File: src/rtl/vt_wbmaster.sv
// vt_wbmaster: 2-entry command FIFO feeding single 16-bit Wishbone classic cycles.
// Optional feature macro WBM_TIMEOUT_EN: abort a cycle after TIMEOUT strobe cycles without ack.
module vt_wbmaster #(
    parameter int TIMEOUT = 16
) (
    input  logic        wb_clk_i,
    input  logic        wb_rst_n_i,
    input  logic        cmd_valid_i,
    output logic        cmd_ready_o,
    input  logic        cmd_we_i,
    input  logic [15:0] cmd_adr_i,
    input  logic [15:0] cmd_dat_i,
    input  logic [1:0]  cmd_sel_i,
    output logic        rsp_valid_o,
    output logic [15:0] rsp_dat_o,
    output logic        rsp_err_o,
    output logic        busy_o,
    output logic [15:0] wb_adr_o,
    output logic [15:0] wb_dat_o,
    input  logic [15:0] wb_dat_i,
    output logic        wb_cyc_o,
    output logic        wb_stb_o,
    output logic        wb_we_o,
    output logic [1:0]  wb_sel_o,
    input  logic        wb_ack_i
);

    localparam logic [0:0] ST_IDLE = 1'b0;
    localparam logic [0:0] ST_BUS  = 1'b1;
    localparam int         ENTRY_W = 35;  // {we, adr, dat, sel}

    logic [0:0]         state;
    logic [ENTRY_W-1:0] fifo_mem [2];
    logic [1:0]         count;
    logic               wr_ptr;
    logic               rd_ptr;
    logic               push;
    logic               pop;
    logic [ENTRY_W-1:0] head;
    logic               tmo_hit;
    logic               bus_done;

    assign cmd_ready_o = (count != 2'd2);
    assign busy_o      = (count != 2'd0) | (state == ST_BUS);
    assign push        = cmd_valid_i & cmd_ready_o;
    assign pop         = (state == ST_IDLE) & (count != 2'd0);
    assign head        = fifo_mem[rd_ptr];
    assign bus_done    = (state == ST_BUS) & (wb_ack_i | tmo_hit);

    // NOTE: FIFO storage has no reset; count alone marks slots valid and reset clears count.
    always_ff @(posedge wb_clk_i) begin
        if (push) begin
            fifo_mem[wr_ptr] <= {cmd_we_i, cmd_adr_i, cmd_dat_i, cmd_sel_i};
        end
    end

    // NOTE: clocked state uses non-blocking assignments so every register sees pre-edge values.
    always_ff @(posedge wb_clk_i or negedge wb_rst_n_i) begin
        if (!wb_rst_n_i) begin
            count  <= 2'd0;
            wr_ptr <= 1'b0;
            rd_ptr <= 1'b0;
        end else begin
            if (push) wr_ptr <= ~wr_ptr;
            if (pop)  rd_ptr <= ~rd_ptr;
            // Push and pop together at count 1 leave count unchanged.
            case ({push, pop})
                2'b10:   count <= count + 2'd1;
                2'b01:   count <= count - 2'd1;
                default: count <= count;
            endcase
        end
    end

    always_ff @(posedge wb_clk_i or negedge wb_rst_n_i) begin
        if (!wb_rst_n_i) begin
            state       <= ST_IDLE;
            wb_cyc_o    <= 1'b0;
            wb_stb_o    <= 1'b0;
            wb_we_o     <= 1'b0;
            wb_adr_o    <= 16'h0;
            wb_dat_o    <= 16'h0;
            wb_sel_o    <= 2'b00;
            rsp_valid_o <= 1'b0;
            rsp_dat_o   <= 16'h0;
        end else begin
            rsp_valid_o <= 1'b0;
            case (state)
                ST_IDLE: begin
                    // Stray acks in IDLE are ignored; a cycle starts only from the FIFO.
                    if (pop) begin
                        {wb_we_o, wb_adr_o, wb_dat_o, wb_sel_o} <= head;
                        wb_cyc_o <= 1'b1;
                        wb_stb_o <= 1'b1;
                        state    <= ST_BUS;
                    end
                end
                ST_BUS: begin
                    if (bus_done) begin
                        wb_cyc_o    <= 1'b0;
                        wb_stb_o    <= 1'b0;
                        rsp_valid_o <= 1'b1;
                        // Writes and aborts (no ack) return zero data.
                        rsp_dat_o   <= (wb_we_o | ~wb_ack_i) ? 16'h0 : wb_dat_i;
                        state       <= ST_IDLE;
                    end
                end
                default: state <= ST_IDLE;
            endcase
        end
    end

`ifdef WBM_TIMEOUT_EN
    localparam logic [7:0] TMO_LAST = 8'(TIMEOUT - 1);

    logic [7:0] tmo_cnt;
    logic       rsp_err_q;

    // Abort on the edge the count would reach TIMEOUT; an ack on that edge wins.
    assign tmo_hit   = (state == ST_BUS) & ~wb_ack_i & (tmo_cnt == TMO_LAST);
    assign rsp_err_o = rsp_err_q;

    always_ff @(posedge wb_clk_i or negedge wb_rst_n_i) begin
        if (!wb_rst_n_i) begin
            tmo_cnt   <= 8'd0;
            rsp_err_q <= 1'b0;
        end else begin
            if (pop) begin
                tmo_cnt <= 8'd0;
            end else if ((state == ST_BUS) && !wb_ack_i) begin
                tmo_cnt <= tmo_cnt + 8'd1;
            end
            if (bus_done) rsp_err_q <= tmo_hit;
        end
    end
`else
    // Without the timeout feature BUS waits for ack forever.
    if ((TIMEOUT < 2) || (TIMEOUT > 255)) begin : g_timeout_unused
    end
    assign tmo_hit   = 1'b0;
    assign rsp_err_o = 1'b0;
`endif

endmodule

File: config.mk
export PLATFORM = sky130hd
export DESIGN_NAME = vt_wbmaster
export DESIGN_NICKNAME = d
export VERILOG_FILES = /design/src/rtl/vt_wbmaster.sv
export SDC_FILE = /design/constraint.sdc
export NUM_CORES = 1
export LEC_CHECK = 0
export CELL_PAD_IN_SITES_DETAIL_PLACEMENT = 1
export CELL_PAD_IN_SITES_GLOBAL_PLACEMENT = 2
export CORE_UTILIZATION = 30
export DETAILED_ROUTE_END_ITERATION = 6
export PLACE_DENSITY_LB_ADDON = 0.05
export SKIP_LAST_GASP = 1
export SLEW_MARGIN = 20
export SYNTH_ARGS = -nofsm -noshare
export SYNTH_HDL_FRONTEND = slang
export SYNTH_SLANG_ARGS = --single-unit
File: constraint.sdc
create_clock -name wb_clk_i -period 2.4 [get_ports wb_clk_i]
set_clock_uncertainty 0.1 [all_clocks]
set_input_delay 0.6 -clock wb_clk_i [delete_from_list [all_inputs] [get_ports wb_clk_i]]
set_output_delay 0.6 -clock wb_clk_i [all_outputs]
set_load 0.005 [all_outputs]
==> run_results.csv, run 1 <==
group,metric,value,unit
run_status,outcome,"completed",
clocking,cts_tree,"done",
place,dp.cells,629,
layout,antenna-diode-count,0,
layout,area.growth.synth_to_final,42.4,%
pwr,vdd_drop_max,0.480,mV
grt,antenna_found_initial,0,
clocking,cts_num_sinks,128,
job,cap_violations,0,
critical_path,critPathLaunchType,"flop",
floorplan,die_width,127,microns
grt,grt_max_degree,59,
detailed_routing,drc,0,
min_path,hold_path_class,"in -> async",
layout,drive_gt1_share,9.49,%
critical_path,crit_family,"buffers and inverters",
grt,grt_use_total,13.7,%
critical_path,worst-path-buf-inv,1,
floorplan,start_util,30.8,%
pwr,power_density,1310,mW/mm^2
detailed_routing,vias_per_cell,4.24,
grt,grt-busiest-layer,"met2",
synthesis,seq_area_frac_synth,75.7,%
detailed_routing,ant_nets,0,
place,place.gp.congestion,0.670,
timing,fin_crit,2320,ps
clocking,numCtsBuffers,17,
clocking,htreeDepth,4,
floorplan,row_count,45,
timing,fin_crit_sh,96.9,%
detailed_routing,wl_per_cell,14.9,microns
layout,mostFrequentLayoutCell,"clkdlybuf4s50_1",
timing,final_hold_viol_count,0,
clocking,path_clk_slew,50,ps
clocking,clock_latency,410,ps
critical_path,cp.arrival,1620,ps
grt,grt_pass1_wl,16.2,mm
place,hpwl,6.29,mm
layout,final_nets,496,
critical_path,crit_slowest_cell,"clkdlybuf4s50_1",
critical_path,max_stage_delay,450,ps
grt,grt-ovfl-total,0,
timing,timing.fmax,0.430,GHz
pwr,leakage,2.64,nW
grt,grt_use_met3,4.56,%
synthesis,synthCells,317,
synthesis,synth_top_family_by_area,"multiplexers",
synthesis,yosys.area_share.simple,7.06,%
critical_path,crit_required,1700,ps
floorplan,ios,112,
critical_path,path_class,"reg -> out",
synthesis,synth_compound_area_share,6.00,%
grt,use_met2,22.6,%
grt,grt_pass1_vias,3067,
critical_path,path_max_fanout,2,
layout,layout_common_cells,"clkdlybuf4s50_1, edfxtp_1, dfrtp_1",
detailed_routing,via_count,2818,
synthesis,synth_mux_area_share,7.46,%
detailed_routing,firstDrtPassIters,4,
clocking,hold_buffers,0,
detailed_routing,routed_wl,9.90,mm
floorplan,core_area,0.0153,sq mm
synthesis,syn_nets,373,
critical_path,crit_path_end_kind,"output pin",
synthesis,synth_fa_ha_area_share,0.267,%
critical_path,cp_cell_sequence,"or3_1 -> clkdlybuf4s50_1",
layout,fillCellCount,1565,
place,port-buffer-count,110,
timing,drv_slew,0,
detailed_routing,drtIter0Drc,73,
timing,rsz0062_at_grt,"no",
synthesis,synth_area,0.00469,sq mm
grt,use_met1,15.7,%
synthesis,synth_xor_area_share,0.933,%
clocking,clk_path_buf_depth,2,
synthesis,ys_ff_latch,128,
layout,finalNonFillerCells,664,
floorplan,die_y,127,microns
clocking,cts_root_buf,"clkbuf_16",
synthesis,ys_types,23,
timing,final.setup.tns,0,ps
synthesis,post_synth.cell_area_avg,14.8,sq um
floorplan,die_area,0.0161,sq mm
synthesis,yosys_warnings,0,
timing,setup_viol,0,
Yosys cell counts:
cell type | instances | area share [%]
edfxtp_1 | 70 | 45
dfrtp_1 | 58 | 31
nand2_1 | 53 | 4.2
o21ai_0 | 47 | 5.0
mux2i_1 | 35 | 7.5
nand2b_1 | 17 | 2.3
buf_2 | 6 | 0.64
o21ai_1 | 4 | 0.43
xnor2_1 | 4 | 0.75
buf_4 | 3 | 0.48
buf_6 | 3 | 0.72
clkbuf_2 | 3 | 0.32
clkbuf_1 | 2 | 0.16
inv_1 | 2 | 0.16
nor2_1 | 2 | 0.16
and2_1 | 1 | 0.13
and3_1 | 1 | 0.13
conb_1 | 1 | 0.080
ha_1 | 1 | 0.27
o21a_1 | 1 | 0.16
o21bai_4 | 1 | 0.40
or3_1 | 1 | 0.13
xor2_1 | 1 | 0.19
kinds of logic (layout without fill, tap and decap cells):
family / count (synthesis) / in the layout
flops: 128 / 128
compound gates: 53 / 53
xor+xnor: 5 / 5
buf+inv: 19 / 155
simple gates: 75 / 75
fa+ha+maj: 1 / 1
other cells: 1 / 1
mux: 35 / 35
layer usage:
metal / share of wire, % / up-vias
met3: 5.4 / 15
met4: 2.1 / 0
met1: 43 / 1365
met5: 0 / -
li1: - / 1364
met2: 49 / 74
state kept, by name (all words and copies together) (netlist names):
signal       flops
wb_dat_o        16
wb_we_o          1
rsp_valid_o      1
state            1
wb_stb_o         1
wr_ptr           1
rd_ptr           1
wb_adr_o        16
fifo_mem        70
rsp_dat_o       16
wb_sel_o         2
count            2
final cells by class:
cell class                 instances  area (sq um)  share of cell area, %
clock buffer                      26           489                   7.32
clock inverter                     6           106                   1.59
inverter                           2          7.51                  0.112
multi-input combinational        170          1030                   15.4
sequential                       128          3560                   53.2
tap                              211           264                   3.95
timing repair buffer             121          1230                   18.4
where the power goes:
group / switching, mW / internal (mW)
logic: 1.23 / 1.49
clock network: 0.876 / 1.71
registers: 0.310 / 3.14
worst paths after layout:
path	startpoint	to	slack, ps	cells after the start
setup reg to reg	count[0]	count[1]	680	8
max in group asynchronous	wb_rst_n_i	rd_ptr	1810	2
setup / recovery	count[1]	busy_o	80	2
min in group wb_clk_i	wb_dat_o[0]	wb_dat_o[0]	370	2
hold / removal	wb_rst_n_i	rsp_dat_o[2]	100	2
hold reg to reg	wb_dat_o[0]	wb_dat_o[0]	370	2
repair_timing:
action,in CTS,in global routing
endpoints found under the setup margin,1,0
gates resized for setup,2,0
setup buffers,3,0
through the flow:
stage | worst slack [ps] | power (mW) | hold WS (ps) | area, sq um | utilization [%]
3_3_place_gp | 378 | 6.19 | 362 | 6060 | 39.7
5_1_grt | 21.5 | 9.38 | 123 | 6690 | 43.8
3_5_place_dp | 302 | 6.28 | 369 | 6060 | 39.7
2_1_floorplan | 243 | 4.80 | 204 | 4700 | -
6_report | 75.4 | 8.75 | 96.0 | 6690 | 43.8
4_1_cts | 40.4 | 8.96 | 93.9 | 6690 | 43.8
No activity file was read; power rests on OpenSTA's default activity.
==> run 2, diff against run 1 <==
--- a/config.mk
+++ b/config.mk
@@ -11,7 +11,7 @@
 export DETAILED_ROUTE_END_ITERATION = 6
 export PLACE_DENSITY_LB_ADDON = 0.05
 export SKIP_LAST_GASP = 1
-export SLEW_MARGIN = 20
+export SLEW_MARGIN = 10
 export SYNTH_ARGS = -nofsm -noshare
 export SYNTH_HDL_FRONTEND = slang
 export SYNTH_SLANG_ARGS = --single-unit
==> results of run 2 <==
Same layout as run 1: the final DEF is identical, and so are final timing and power.
==> run 3, diff against run 2 <==
--- a/config.mk
+++ b/config.mk
@@ -5,6 +5,7 @@
 export SDC_FILE = /design/constraint.sdc
 export NUM_CORES = 1
 export LEC_CHECK = 0
+export ABC_CLOCK_PERIOD_IN_PS = 2400
 export CELL_PAD_IN_SITES_DETAIL_PLACEMENT = 1
 export CELL_PAD_IN_SITES_GLOBAL_PLACEMENT = 2
 export CORE_UTILIZATION = 30
==> results of run 3 <==
Same layout as run 1: the final DEF is identical, and so are final timing and power.
